===== config.mk =====
export PLATFORM = sky130hd
export DESIGN_NAME = key_event_ctrl
export DESIGN_NICKNAME = d
export VERILOG_FILES = /design/src/rtl/key_event_ctrl_pkg.sv /design/src/rtl/key_evt_fsm.sv /design/src/rtl/key_event_ctrl.sv
export SDC_FILE = /design/constraint.sdc
export NUM_CORES = 1
export LEC_CHECK = 0
export BUFFER_PORTS_ARGS = -buffer_cell sky130_fd_sc_hd__buf_2
export CELL_PAD_IN_SITES_DETAIL_PLACEMENT = 2
export CELL_PAD_IN_SITES_GLOBAL_PLACEMENT = 2
export CORE_ASPECT_RATIO = 1.2
export CORE_MARGIN = 5
export CORE_UTILIZATION = 39
export CTS_CLUSTER_DIAMETER = 30
export DETAILED_ROUTE_END_ITERATION = 10
export PLACE_DENSITY = 0.8
export SLEW_MARGIN = 20
export SYNTH_ARGS = -nofsm -noshare
export SYNTH_HDL_FRONTEND = slang
export SYNTH_SLANG_ARGS = --single-unit

===== constraint.sdc =====
create_clock -name clk_i -period 2.68 [get_ports clk_i]
set_clock_uncertainty 0.2 [all_clocks]
set_input_delay 0.134 -clock clk_i [delete_from_list [all_inputs] [get_ports clk_i]]
set_output_delay 0.134 -clock clk_i [all_outputs]
set_load 0.02 [all_outputs]

===== src/rtl/key_event_ctrl_pkg.sv =====
// ============================================================================
// key_event_ctrl_pkg : shared FSM state codes and LED opcodes for key gestures
// Rev 1.0
// ============================================================================
`default_nettype none

package key_event_ctrl_pkg;

  typedef enum logic [2:0] {
    ST_IDLE   = 3'd0,
    ST_PRESS1 = 3'd1,
    ST_HOLD   = 3'd2,
    ST_GAP    = 3'd3,
    ST_PRESS2 = 3'd4
  } key_state_e;

  typedef enum logic [1:0] {
    LED_KEEP = 2'd0,
    LED_INC  = 2'd1,
    LED_INV  = 2'd2,
    LED_CLR  = 2'd3
  } led_op_e;

  localparam logic [3:0] C_LED_RST = 4'h0;

  // Pulses are mutually exclusive; the priority order only matters for robustness.
  function automatic led_op_e pulse_op(input logic s, input logic d, input logic l);
    if (l) return LED_CLR;
    if (d) return LED_INV;
    if (s) return LED_INC;
    return LED_KEEP;
  endfunction

  function automatic logic [3:0] led_apply(input led_op_e op, input logic [3:0] led);
    case (op)
      LED_INC: return led + 4'd1;
      LED_INV: return ~led;
      LED_CLR: return C_LED_RST;
      default: return led;
    endcase
  endfunction

endpackage

`default_nettype wire


===== src/rtl/key_evt_fsm.sv =====
// ============================================================================
// key_evt_fsm : gesture timer + classifier FSM with registered one-cycle pulses
// Rev 1.0
// ============================================================================
`default_nettype none

module key_evt_fsm
  import key_event_ctrl_pkg::*;
#(
  parameter int unsigned LONG_CNT = 50_000_000,
  parameter int unsigned DCLK_CNT = 12_500_000,
  parameter int unsigned CNT_W    = 26
) (
  input  logic clk_i,
  input  logic rst_n_i,
  input  logic key_lvl_i,
  output logic short_o,
  output logic double_o,
  output logic long_o,
  output logic busy_o
);

  localparam logic [CNT_W-1:0] C_LONG_LAST = CNT_W'(LONG_CNT - 1);
  localparam logic [CNT_W-1:0] C_DCLK_LAST = CNT_W'(DCLK_CNT - 1);
  localparam logic [CNT_W-1:0] C_TMR_MAX   = {CNT_W{1'b1}};

  key_state_e       r_state;
  logic [CNT_W-1:0] r_timer;

  // Key edges are tested before timer expiry so a simultaneous edge always wins.
  always_ff @(posedge clk_i or negedge rst_n_i) begin
    if (!rst_n_i) begin
      r_state  <= ST_IDLE;
      r_timer  <= '0;
      short_o  <= 1'b0;
      double_o <= 1'b0;
      long_o   <= 1'b0;
      busy_o   <= 1'b0;
    end else begin
      short_o  <= 1'b0;
      double_o <= 1'b0;
      long_o   <= 1'b0;
      if (r_timer != C_TMR_MAX) begin
        r_timer <= r_timer + 1'b1;
      end

      case (r_state)
        ST_IDLE: begin
          if (key_lvl_i) begin
            r_state <= ST_PRESS1;
            r_timer <= '0;
            busy_o  <= 1'b1;
          end
        end
        ST_PRESS1: begin
          if (!key_lvl_i) begin
            r_state <= ST_GAP;
            r_timer <= '0;
          end else if (r_timer == C_LONG_LAST) begin
            r_state <= ST_HOLD;
            r_timer <= '0;
            long_o  <= 1'b1;
          end
        end
        ST_HOLD: begin
          if (!key_lvl_i) begin
            r_state <= ST_IDLE;
            r_timer <= '0;
            busy_o  <= 1'b0;
          end
        end
        ST_GAP: begin
          if (key_lvl_i) begin
            r_state <= ST_PRESS2;
            r_timer <= '0;
          end else if (r_timer == C_DCLK_LAST) begin
            r_state <= ST_IDLE;
            r_timer <= '0;
            short_o <= 1'b1;
            busy_o  <= 1'b0;
          end
        end
        ST_PRESS2: begin
          if (!key_lvl_i) begin
            r_state  <= ST_IDLE;
            r_timer  <= '0;
            double_o <= 1'b1;
            busy_o   <= 1'b0;
          end
        end
        default: begin
          r_state <= ST_IDLE;
          r_timer <= '0;
          busy_o  <= 1'b0;
        end
      endcase
    end
  end

endmodule

`default_nettype wire


===== src/rtl/key_event_ctrl.sv =====
// ============================================================================
// key_event_ctrl : key gesture classifier driving a 4-bit LED register
// Rev 1.0
// ============================================================================
`default_nettype none

module key_event_ctrl
  import key_event_ctrl_pkg::*;
#(
  parameter int unsigned LONG_CNT = 50_000_000,
  parameter int unsigned DCLK_CNT = 12_500_000,
  parameter int unsigned CNT_W    = 26
) (
  input  logic       clk_i,
  input  logic       rst_n_i,
  input  logic       key_lvl_i,
  output logic       short_o,
  output logic       double_o,
  output logic       long_o,
  output logic       busy_o,
  output logic [3:0] led_o
);

  logic       w_short;
  logic       w_double;
  logic       w_long;
  logic [3:0] r_led;

  key_evt_fsm #(
    .LONG_CNT (LONG_CNT),
    .DCLK_CNT (DCLK_CNT),
    .CNT_W    (CNT_W)
  ) u_fsm (
    .clk_i     (clk_i),
    .rst_n_i   (rst_n_i),
    .key_lvl_i (key_lvl_i),
    .short_o   (w_short),
    .double_o  (w_double),
    .long_o    (w_long),
    .busy_o    (busy_o)
  );

  always_ff @(posedge clk_i or negedge rst_n_i) begin
    if (!rst_n_i) begin
      r_led <= C_LED_RST;
    end else begin
      r_led <= led_apply(pulse_op(w_short, w_double, w_long), r_led);
    end
  end

  assign short_o  = w_short;
  assign double_o = w_double;
  assign long_o   = w_long;
  assign led_o    = r_led;

  a_one_pulse : assert property (@(posedge clk_i) disable iff (!rst_n_i)
    $onehot0({w_short, w_double, w_long}));

endmodule

`default_nettype wire


==> flow_summary.toml <==
[outcome]
status = "completed"

[synthesis]
yosysTopAreaCell = "dfrtp_1"
ys_ff_latch = 37
synth_simple_gate_area_frac = 0.221
syn_nets = 230
synth_compound_area_frac = 0.187
async_reset_ff_frac = 1.00
yosysSeqAreaShare = 0.421
synthCells = 225
yosys.area_share.xor_xnor = 0.0957
yosysUniqueCellTypes = 47
syn_area_um2 = 2200
synth_top_family_by_area = "simple AND/OR/NAND/NOR gates"
yosysMostFrequentCell = "dfrtp_1"
synth_top_area_frac = 0.421
ys.flop_type = "dfrtp_1"
synth_edf_count = 0
synthTopCellsByCount = "dfrtp_1 (37), a21oi_1 (28), xnor2_1 (20)"
muxShareOfSynthArea = 0.00911
yosys_warnings = 0
synth_area_leaders = "dfrtp_1 (42%), xnor2_1 (8.0%), a21oi_1 (6.4%), nand4_1 (3.7%), a21oi_2 (2.8%)"
synth_fa_ha_area_frac = 0.0114
syn_area_per_cell_um2 = 9.76

[global_routing]
grt_antenna_before_repair = 0
grt_max_degree = 38
grt_pass1_vias = 2102
grt_remaining_overflow = 0
grt_pass1_wl_um = 11000
grt.total_usage = 0.196

[floorplan]
dieArea_um2 = 7240
core_um2 = 5560
die_h_um = 92.2
start_util = 0.395
rows = 30
io_pins = 11
die_x_um = 78.5

[run]
maxCapViolations = 0

[worst_setup_path]
critPathCaptureType = "flip-flop"
worstSetupPathType = "flip-flop to flip-flop"
path_max_fanout = 12
reg2reg_depth = 7
crit_arrival_ps = 2470
start_kind = "flip-flop"
cp.required_ps = 2640

[power_and_ir_drop]
ir_drop_uv = 237
leakage_uw = 0.000955
seqPwrFrac = 0.416
p_int_uw = 1150
netSwitchingPower_uw = 563
clkPwrFrac = 0.342
power_density_nw_per_um2 = 693
power_frac_comb = 0.241
switching_share = 0.328

[final_layout]
post-route-util = 0.446
synthToLayoutAreaGrowth_pct = 12.7
fin_nets = 245
num_antenna_cells = 0
drive_gt1_frac = 0.195
stdcell_count = 305

[clock_tree]
clk_pin_slew_worst_paths_ps = 80
htree_levels = 2
cts_tree = "done"
cts.path.max_buffers = 2
root_buffer = "clkbuf_8"
worstSkewPairLatency_ps = 290
post_cts_buffers = 0
clock-sinks = 37
cts_made_buffers = 5

[sta]
relSlewSlack = 0.415
setup_tns_ps = 0
fin_crit_ps = 2510
grt_setup_unrepaired = "false"
period_share = 0.938
fmax_mhz = 398
tightestPinTransition_ps = 878
maxSlewViolCount = 0
setup_viol = 0
hold_viol_final = 0

[place]
place_inst = 295
gp_congestion = 0.879
port_buffers = 10
place_hpwl_um = 4540

[route]
drc = 0
dr_wl_met3_um = 127
met2_length_um = 3380
wl_per_cell_um = 21.3
firstDrtPassIters = 4
vias_per_cell = 6.07
wl_um = 6490
wl_met1_um = 2840
top_layer = "met4"
ant_nets = 0
vias = 1851
drt_iter0_markers = 68

[hold_path]
min_path_type = "primary input to asynchronous set/reset pin"
power by group through the flow:
stage	clock network (µW)	registers, µW	logic [µW]
after detailed placement	0	720	419
after global routing	628	727	456
after CTS	598	713	424
after global placement	0	716	402
after floorplan	0	740	263
final	587	714	414
metal layers:
metal,GRT usage,vias to the layer above
met1,0.232,957
met5,0,-
li1,-,860
met3,0.0295,14
met4,0.0700,0
met2,0.353,20
logic make-up (layout without fill, tap and decap cells):
family	after synthesis	in the layout
fa+ha+maj	2	2
mux	2	2
flops	37	37
compound gates	62	62
xor+xnor	24	24
buf+inv	19	35
simple gates	79	79
worst paths after layout:
check / slack [ps] / start / to
hold reg to reg: 320 / u_fsm.long_o / led_o[2]
max in group asynchronous: 1430 / rst_n_i / u_fsm.r_timer[14]
setup reg to reg: 170 / u_fsm.r_timer[0] / u_fsm.r_timer[25]
min in group clk_i: 320 / u_fsm.long_o / led_o[2]
hold / removal: 280 / rst_n_i / u_fsm.r_state[0]
setup / recovery: 170 / u_fsm.r_timer[0] / u_fsm.r_timer[25]
registers in the layout (all words and copies together) (netlist names):
register        cells
led_o               4
u_fsm.busy_o        1
u_fsm.double_o      1
u_fsm.long_o        1
u_fsm.r_state       3
u_fsm.r_timer      26
u_fsm.short_o       1
through the flow:
step                setup WS [ps]  hold WS (ps)  total power, µW  instance area, µm²
finish                        167           283             1720                2480
global route                 15.5           347             1810                2480
CTS                           103           326             1730                2470
detailed placement            139           100             1140                2320
global placement              229          83.4             1120                2320
floorplan                     391          -362             1000                2200
worst max-delay path, stage by stage (launching register included):
cell	delay [ps]
dfrtp_1	470
ha_1	230
and4_1	340
and4b_1	400
a21oi_2	110
o221ai_4	250
buf_4	250
a22oi_1	110
placed cells by master (no fill, tap or decap), types with 2 or more instances in the layout:
cell type and count:
buf_4 11, a31oi_1 3, and4_2 2, and3_1 2, a2111oi_0 3, nor4_1 6, clkbuf_8 5, nand3b_1 3
ha_1 2, nand3_1 7, mux2i_1 2, o21ai_0 6, xnor2_1 20, a211oi_1 8, nor3_1 2, nor4_2 2
dlygate4sd3_1 2, a21oi_2 7, nand2_1 15, buf_2 10, bufinv_16 2, dfrtp_1 37, xor2_1 4, nor2b_1 2
nor2_1 11, a21oi_1 28, nor4b_1 2, and4_1 3, nand4_1 13, inv_1 3
repair_timing:
action                                  CTS  global route
endpoints found under the hold margin    41             0
gates resized for setup                   0             1
endpoints found under the setup margin    0             4
hold buffers                              2             0
cell type report:
type | instances | area (µm²)
fillers | 606 | 3080
multi-input cells | 169 | 1150
flip-flops and latches | 37 | 926
repair buffers | 24 | 173
well taps | 64 | 80.1
clock buffers | 5 | 68.8
clock inverters | 3 | 65.1
inverters | 3 | 11.3
No activity file was read; power rests on OpenSTA's default activity.
